===== config.mk =====
export PLATFORM = sky130hd
export DESIGN_NAME = line_raster
export DESIGN_NICKNAME = d
export VERILOG_FILES = /design/src/rtl/line_raster_pkg.sv /design/src/rtl/line_raster_coord_map.sv /design/src/rtl/line_raster.sv
export SDC_FILE = /design/constraint.sdc
export NUM_CORES = 1
export LEC_CHECK = 0
export CORE_MARGIN = 1.5
export CORE_UTILIZATION = 30
export CTS_CLUSTER_DIAMETER = 100
export CTS_CLUSTER_SIZE = 40
export DETAILED_ROUTE_END_ITERATION = 6
export HOLD_SLACK_MARGIN = 0.15
export SYNTH_ARGS = -nofsm -noshare
export SYNTH_HDL_FRONTEND = slang
export SYNTH_SLANG_ARGS = --single-unit

===== constraint.sdc =====
create_clock -name clk -period 7.1 [get_ports clk]
set_input_delay 1.42 -clock clk [delete_from_list [all_inputs] [get_ports clk]]
set_output_delay 1.42 -clock clk [all_outputs]
set_load 0.05 [all_outputs]

===== src/rtl/line_raster_pkg.sv =====
// Shared types and widths for the vector line rasterizer.
// Optional feature macro: LINE_RASTER_BLANK_DROP_EN (see line_raster.sv).
package line_raster_pkg;

    localparam int COORD_W = 13;  // AVG coordinate width (signed)
    localparam int SCR_W   = 12;  // screen-space working width (signed)

    typedef enum logic [1:0] {
        IDLE,
        SETUP,
        DRAW
    } state_t;

    // One popped queue record, AVG coordinates as delivered by the queue.
    typedef struct packed {
        logic [COORD_W-1:0] sx;
        logic [COORD_W-1:0] sy;
        logic [COORD_W-1:0] ex;
        logic [COORD_W-1:0] ey;
        logic [3:0]         intensity;
    } line_t;

endpackage


===== src/rtl/line_raster_coord_map.sv =====
// AVG-to-screen coordinate transform plus visible-window flag.
// With MAP_EN=0 the input is already a screen coordinate and only the
// window test is applied.
module coord_map
    import line_raster_pkg::*;
#(
    parameter int SCREEN_W    = 640,
    parameter int SCREEN_H    = 480,
    parameter int X_OFF       = 320,
    parameter int Y_OFF       = 240,
    parameter int COORD_SHIFT = 3,
    parameter bit MAP_EN      = 1'b1
) (
    input  logic signed [COORD_W-1:0] x_i,
    input  logic signed [COORD_W-1:0] y_i,
    output logic signed [SCR_W-1:0]   sx_o,
    output logic signed [SCR_W-1:0]   sy_o,
    output logic                      in_win_o
);

    localparam logic signed [SCR_W-1:0] X_OFF_S = SCR_W'(X_OFF);
    localparam logic signed [SCR_W-1:0] Y_OFF_S = SCR_W'(Y_OFF);
    localparam logic signed [SCR_W-1:0] W_LIM   = SCR_W'(SCREEN_W);
    localparam logic signed [SCR_W-1:0] H_LIM   = SCR_W'(SCREEN_H);

    // Scale/offset into screen space (Y axis flips), then test the window.
    always_comb begin
        if (MAP_EN) begin
            sx_o = SCR_W'(x_i >>> COORD_SHIFT) + X_OFF_S;
            sy_o = Y_OFF_S - SCR_W'(y_i >>> COORD_SHIFT);
        end else begin
            sx_o = SCR_W'(x_i);
            sy_o = SCR_W'(y_i);
        end
        in_win_o = !sx_o[SCR_W-1] && (sx_o < W_LIM) &&
                   !sy_o[SCR_W-1] && (sy_o < H_LIM);
    end

endmodule


===== src/rtl/line_raster.sv =====
// Vector line queue consumer: pops one line, maps it to screen space and
// rasterizes it with Bresenham, one pixel write per cycle over valid/ready.
// Off-screen points are stepped through with pix_valid low.
// Optional feature macro: LINE_RASTER_BLANK_DROP_EN -- when defined, lines
// with zero intensity are dropped in SETUP and produce no pixel cycles.
module line_raster
    import line_raster_pkg::*;
#(
    parameter int SCREEN_W    = 640,
    parameter int SCREEN_H    = 480,
    parameter int X_OFF       = 320,
    parameter int Y_OFF       = 240,
    parameter int COORD_SHIFT = 3
) (
    input  logic        clk,
    input  logic        rst,
    input  logic [12:0] q_start_x,
    input  logic [12:0] q_start_y,
    input  logic [12:0] q_end_x,
    input  logic [12:0] q_end_y,
    input  logic [3:0]  q_intensity,
    input  logic        q_empty,
    output logic        q_read,
    output logic [9:0]  pix_x,
    output logic [8:0]  pix_y,
    output logic [3:0]  pix_color,
    output logic        pix_valid,
    input  logic        pix_ready,
    output logic        busy
);

    localparam logic signed [SCR_W-1:0] STEP_P = SCR_W'(1);
    localparam logic signed [SCR_W-1:0] STEP_N = SCR_W'(-1);
    localparam logic signed [SCR_W-1:0] STEP_Z = SCR_W'(0);

    state_t state_q, state_d;
    line_t  line_q, line_d;

    logic signed [SCR_W-1:0]   cx_q, cx_d, cy_q, cy_d;
    logic signed [SCR_W-1:0]   ex_q, ex_d, ey_q, ey_d;
    logic signed [SCR_W-1:0]   stepx_q, stepx_d, stepy_q, stepy_d;
    logic signed [COORD_W-1:0] dx_q, dx_d, dy_q, dy_d, err_q, err_d;
    logic signed [COORD_W-1:0] ddx, ddy;
    logic signed [COORD_W:0]   e2;

    logic signed [SCR_W-1:0] st_sx, st_sy, en_sx, en_sy, cur_sx, cur_sy;
    logic                    st_in, en_in, cur_in;
    logic                    unused_bits;

    coord_map #(
        .SCREEN_W(SCREEN_W), .SCREEN_H(SCREEN_H), .X_OFF(X_OFF),
        .Y_OFF(Y_OFF), .COORD_SHIFT(COORD_SHIFT), .MAP_EN(1'b1)
    ) u_map_start (
        .x_i(line_q.sx), .y_i(line_q.sy),
        .sx_o(st_sx), .sy_o(st_sy), .in_win_o(st_in)
    );

    coord_map #(
        .SCREEN_W(SCREEN_W), .SCREEN_H(SCREEN_H), .X_OFF(X_OFF),
        .Y_OFF(Y_OFF), .COORD_SHIFT(COORD_SHIFT), .MAP_EN(1'b1)
    ) u_map_end (
        .x_i(line_q.ex), .y_i(line_q.ey),
        .sx_o(en_sx), .sy_o(en_sy), .in_win_o(en_in)
    );

    coord_map #(
        .SCREEN_W(SCREEN_W), .SCREEN_H(SCREEN_H), .X_OFF(X_OFF),
        .Y_OFF(Y_OFF), .COORD_SHIFT(COORD_SHIFT), .MAP_EN(1'b0)
    ) u_map_cur (
        .x_i({cx_q[SCR_W-1], cx_q}), .y_i({cy_q[SCR_W-1], cy_q}),
        .sx_o(cur_sx), .sy_o(cur_sy), .in_win_o(cur_in)
    );

    // Endpoint window flags and the sign/high bits of the current point are
    // not needed: clipping is decided per point, and in-window points fit
    // the narrow pixel ports.
    assign unused_bits = ^{st_in, en_in, cur_sx[SCR_W-1:10], cur_sy[SCR_W-1:9]};

    assign pix_x     = cur_sx[9:0];
    assign pix_y     = cur_sy[8:0];
    assign pix_color = line_q.intensity;
    assign busy      = (state_q != IDLE);

    // Next-state: pop in IDLE, Bresenham setup, then per-point draw/step.
    always_comb begin
        state_d   = state_q;
        line_d    = line_q;
        cx_d      = cx_q;
        cy_d      = cy_q;
        ex_d      = ex_q;
        ey_d      = ey_q;
        stepx_d   = stepx_q;
        stepy_d   = stepy_q;
        dx_d      = dx_q;
        dy_d      = dy_q;
        err_d     = err_q;
        ddx       = '0;
        ddy       = '0;
        e2        = '0;
        q_read    = 1'b0;
        pix_valid = 1'b0;

        unique case (state_q)
            IDLE: begin
                // Gated by rst so a pop is never lost to a reset cycle.
                if (!q_empty && !rst) begin
                    q_read           = 1'b1;
                    line_d.sx        = q_start_x;
                    line_d.sy        = q_start_y;
                    line_d.ex        = q_end_x;
                    line_d.ey        = q_end_y;
                    line_d.intensity = q_intensity;
                    state_d          = SETUP;
                end
            end

            SETUP: begin
                ddx     = {en_sx[SCR_W-1], en_sx} - {st_sx[SCR_W-1], st_sx};
                ddy     = {en_sy[SCR_W-1], en_sy} - {st_sy[SCR_W-1], st_sy};
                cx_d    = st_sx;
                cy_d    = st_sy;
                ex_d    = en_sx;
                ey_d    = en_sy;
                dx_d    = ddx[COORD_W-1] ? -ddx : ddx;
                dy_d    = ddy[COORD_W-1] ? ddy : -ddy;
                err_d   = dx_d + dy_d;
                stepx_d = ddx[COORD_W-1] ? STEP_N : ((ddx != '0) ? STEP_P : STEP_Z);
                stepy_d = ddy[COORD_W-1] ? STEP_N : ((ddy != '0) ? STEP_P : STEP_Z);
                state_d = DRAW;
`ifdef LINE_RASTER_BLANK_DROP_EN
                if (line_q.intensity == 4'd0) begin
                    state_d = IDLE;
                end
`endif
            end

            DRAW: begin
                pix_valid = cur_in;
                // Clipped points retire unconditionally; visible ones wait for ready.
                if (!cur_in || pix_ready) begin
                    if ((cx_q == ex_q) && (cy_q == ey_q)) begin
                        state_d = IDLE;
                    end else begin
                        e2 = {err_q, 1'b0};
                        if (e2 >= $signed({dy_q[COORD_W-1], dy_q})) begin
                            err_d = err_d + dy_q;
                            cx_d  = cx_q + stepx_q;
                        end
                        if (e2 <= $signed({dx_q[COORD_W-1], dx_q})) begin
                            err_d = err_d + dx_q;
                            cy_d  = cy_q + stepy_q;
                        end
                    end
                end
            end

            default: state_d = IDLE;
        endcase
    end

    // State and datapath registers with synchronous reset.
    always_ff @(posedge clk) begin
        if (rst) begin
            state_q <= IDLE;
            line_q  <= '0;
            cx_q    <= '0;
            cy_q    <= '0;
            ex_q    <= '0;
            ey_q    <= '0;
            stepx_q <= '0;
            stepy_q <= '0;
            dx_q    <= '0;
            dy_q    <= '0;
            err_q   <= '0;
        end else begin
            state_q <= state_d;
            line_q  <= line_d;
            cx_q    <= cx_d;
            cy_q    <= cy_d;
            ex_q    <= ex_d;
            ey_q    <= ey_d;
            stepx_q <= stepx_d;
            stepy_q <= stepy_d;
            dx_q    <= dx_d;
            dy_q    <= dy_d;
            err_q   <= err_d;
        end
    end

endmodule


==> impl_results.rst <==
.. list-table::
   :header-rows: 1

   * - Metric
     - Value
   * - Cells along the critical path
     - inv_1 -> ha_1 -> xor2_1 -> ha_1 -> o21ai_1 -> a21oi_1 -> o22ai_2 -> a21oi_1 -> o21ai_1 -> a31oi_4 -> nor2_1 -> a21oi_1 -> fa_1 -> nor2b_1 -> o21ai_0 -> a21oi_1 -> o21ai_0 -> a211oi_1 -> nor2_1 -> xnor2_1 -> a21oi_1 -> a211oi_1
   * - Layout filler cell count
     - around 3700
   * - Die Footprint
     - 0.03711 mm²
   * - Hold path start
     - pix_color[0]
   * - Run status
     - finished clean
   * - Clk Latency, worst-skew pair
     - around 430 ps
   * - Boundary pin count
     - 86
   * - Kind of path behind the tightest hold check
     - reg -> reg
   * - Maximum number of pins on one net before global-route repair
     - 70
   * - End of the worst register-to-register path
     - err_q[10]
   * - Number of buffers added to fix hold violations after cts
     - 0
   * - Syn Std Cell Area
     - 0.01079 mm²
   * - Number of antenna violations at the first check in global routing
     - 0
   * - Drt total wl
     - 31040 µm
   * - Share of final-layout standard cells stronger than drive strength 1
     - 6.206%
   * - Global-route wire length before repair
     - 49090 µm
   * - Die Span X
     - 192.6 µm
   * - Cell type of the slowest stage on the worst timing path
     - dfxtp_1
   * - Post-route fraction of the period consumed by the critical path
     - 72.62%
   * - Number of instances in the synthesized netlist
     - 1399
   * - Maximum single-stage delay on the critical path
     - 500 ps
   * - Most instantiated flip-flop cell in the synthesis netlist
     - dfxtp_1
   * - Most frequent CP cell
     - a21oi_1
   * - Detailed-route via count
     - 9814
   * - Total GRT Usage
     - 16.97%
   * - Cts bufs inserted
     - 17
   * - Clock-pin slew on the worst setup and hold paths
     - 70 ps
   * - Layout overhead on the synthesized area
     - 14.64%
   * - Maximum fanout along the worst path
     - 15
   * - Count of input and output buffers
     - 73
   * - Leakage power of the design
     - 5.115 nW
   * - Detailed-placement wirelength estimate
     - 23770 µm
   * - Clk_skew
     - between 10 and 15 ps
   * - Count of routing violations after the opening detailed-route iteration
     - between 500 and 600
   * - Multi-input combinational cell area
     - 0.007447 mm²
   * - WP data required
     - 7440 ps
   * - Critical path endpoint
     - err_q[10]
   * - Register bit total from synthesis
     - approximately 140
   * - Number of enable flip-flop cells after synthesis
     - 0
   * - Via count of the first global-routing pass
     - 9271
   * - Largest cells by area after synthesis
     - dfxtp_1, ha_1, a21oi_1, nand2_1, xnor2_1
   * - Clock Tree Root
     - clkbuf_16
   * - Category of the critical setup timing path
     - reg -> reg
   * - Power per standard cell area
     - 437.1 mW/mm²
   * - CTS HTree Levels
     - 4
   * - Die Ht
     - 192.6 µm
   * - Max rail drop VDD
     - between 0.2 and 0.3 mV
   * - Post-CTS sizing
     - 0
   * - CP arrival
     - 5500 ps
   * - Largest area contributor in the synthesized netlist
     - dfxtp_1
   * - Initial core utilization
     - 30.41%
   * - Critical path startpoint
     - line_q[33]
   * - Fin. Hold Viols
     - 0
   * - Final Critical Period
     - 5156 ps
   * - Tightest slew margin relative to the limit
     - between 20% and 30%
   * - Worst r2r src
     - line_q[33]
   * - Count of synthesis-stage warnings from yosys
     - 0
   * - DRC violations left
     - 0
   * - Number of nets in the synthesized netlist
     - between 1500 and 2000
   * - Count of TritonRoute iterations in the first routing pass
     - 5
   * - Sort of element at the start of the critical path
     - register
   * - Final GP Congestion
     - 0.8632
   * - Number of buffers on the longest clock path
     - 2
   * - WL/cell
     - 16.38 µm
   * - Placed Instances
     - 1863
   * - Post-synth ARST share
     - 0%
   * - Area taken by flip-flops and latches
     - ~0.0027 mm²
   * - Final setup fails
     - 0
   * - FF-to-FF setup slack
     - 1940 ps
   * - Fraction of synthesized cell area taken by the top area cell type
     - 25.05%
   * - Number of sinks handled by clock tree synthesis
     - 135
   * - Global route overflow
     - 0
   * - Sum of negative setup slack
     - 0 ps
   * - F_max
     - 0.1940 GHz
   * - Setup crit end kind
     - register
   * - CORE AREA
     - 0.03548 mm²
   * - Worst Tran Pin Value
     - ~1100 ps
   * - Unrepaired setup endpoints after global routing
     - no
   * - Net count of the finished layout
     - 1600
   * - CTS tree
     - built
   * - Mean Syn Cell Area
     - 7.712 µm²
   * - Part of the Yosys area used for sequential elements
     - 25.05%
   * - # diodes
     - 0
   * - Number of rows in the core area
     - 69
   * - Count of distinct cell types in the synthesized netlist
     - 76
   * - Ratio of routed vias to standard cells
     - 5.179
   * - Max Slew Vio Count
     - 0
   * - Worst reg-to-reg path cell count
     - 22
   * - Post-detailed-route count of antenna-violating nets
     - 0
   * - Post-CTS Setup Inserts
     - 0
   * - Count of maximum capacitance violations
     - 0
   * - Number of standard cells in the final layout excluding fillers
     - 1895
-- critical path: cells and delay by family (launching register included) --
family / cells / cell delay (ps)
buffers and inverters: 1 / 130
and+or+nand+nor: 3 / 380
xor gates and xnor gates: 2 / 480
DFF: 1 / 500
adders and majority gates: 3 / 1030
AOI/OAI and AO/OA: 13 / 2520
-- power breakdown --
part	internal, mW	leakage [nW]	switching [mW]
logic	1.45	3.73	2.09
registers	0.867	1.11	0.156
clock network	0.460	0.276	0.381
-- routing by layer --
layer | GRT usage, % | part of all wire (%) | wire length (µm) | vias to the layer above
met5 | 0 | 0 | 0 | -
met4 | 5.188 | 2.5 | 763 | 0
met3 | 2.746 | 4.0 | 1234 | 43
met2 | 28.21 | 47 | 14470 | 206
met1 | 22.38 | 47 | 14570 | 4609
li1 | - | - | - | 4956
-- cells in the mapped netlist, types with 13 or more instances --
| library cell | instances |
|---|---|
| nand2_1 | 206 |
| buf_4 | 24 |
| dfxtp_1 | 135 |
| inv_1 | 71 |
| xnor2_1 | 58 |
| nor2b_1 | 13 |
| nand3_1 | 27 |
| xor2_1 | 52 |
| a211oi_1 | 30 |
| a21oi_1 | 167 |
| nor2_1 | 101 |
| nand2b_1 | 14 |
| o21a_1 | 23 |
| o21ai_0 | 51 |
| a21o_1 | 17 |
| ha_1 | 112 |
| clkbuf_1 | 53 |
| nor3_1 | 37 |
-- sequential cells by signal, indices dropped and copies added (netlist names) --
register and cells:
line_q 40, ey_q 11, dy_q 13, cy_q 12, cx_q 12, pix_color 4
stepx_q 2, dx_q 13, err_q 13, state_q 2, stepy_q 2, ex_q 11
-- metrics by stage --
| stage | instance area (µm²) | util [%] | setup WS (ps) | power, mW | hold slack [ps] |
|---|---|---|---|---|---|
| 3_5_place_dp | 11810 | 33.28 | 1993 | 4.522 | 448.4 |
| 2_1_floorplan | 10790 | - | 2501 | 3.703 | 436.3 |
| 6_report | 12370 | 34.86 | 1944 | 5.406 | 454.0 |
| 3_3_place_gp | 11810 | 33.28 | 2064 | 4.453 | 442.2 |
| 5_1_grt | 12370 | 34.86 | 1509 | 5.817 | 481.0 |
| 4_1_cts | 12370 | 34.86 | 1971 | 5.390 | 456.5 |
-- how the worst min path moves through the flow --
stage,endpoint,slack [ps],depth (start not counted)
6_report,pix_color[0],450,2
4_1_cts,pix_color[0],460,2
5_1_grt,pix_color[0],480,2
3_3_place_gp,pix_color[1],440,2
2_1_floorplan,line_q[49],440,2
3_5_place_dp,pix_color[2],450,2
-- placed cells by master (no fill, tap or decap), drive strengths merged, types with 7 or more instances in the layout --
cell           synthesis  routed
nor3                  37      37
o21a                  23      23
o211ai                13      13
nor2                 101     101
nor4                   9       9
and3                  10      10
a31oi                  8       8
ha                   112     112
a21o                  17      17
nor2b                 13      13
o211a                  9       9
nand3                 27      27
a21oi                167     167
and2                   7       7
nand4                 12      12
inv                   71      79
mux2                   8       8
o31ai                 10      10
a211oi                32      32
xnor2                 61      61
or2                    9       9
or3                    8       8
nand2b                15      15
clkbuf                53      17
clkdlybuf4s50          0      72
nand2                206     206
o21ai                 58      58
fa                     7       7
a311oi                 8       8
o21bai                11      11
mux2i                  8       8
dfxtp                135     135
clkinv                 1       7
buf                   28      12
xor2                  54      54
-- layout make-up --
cell class / instances / share of cell area (%)
inverter: 72 / 2.185
multi-input combinational: 1111 / 60.21
clock inverter: 15 / 1.093
clock buffer: 17 / 3.440
sequential: 135 / 21.85
tap: 461 / 4.664
timing repair buffer: 84 / 6.555
-- cells by family (layout without fill, tap and decap cells) --
| kind of cell | count (synthesis) | after routing | synth area share [%] |
|---|---|---|---|
| compound gates | 392 | 392 | 23.51 |
| buf+inv | 153 | 188 | 6.181 |
| simple gates | 468 | 468 | 19.61 |
| flops | 135 | 135 | 25.05 |
| mux | 16 | 16 | 1.577 |
| xor+xnor | 115 | 115 | 9.683 |
| fa+ha+maj | 120 | 120 | 14.39 |
(Power assumes the default switching activity.)
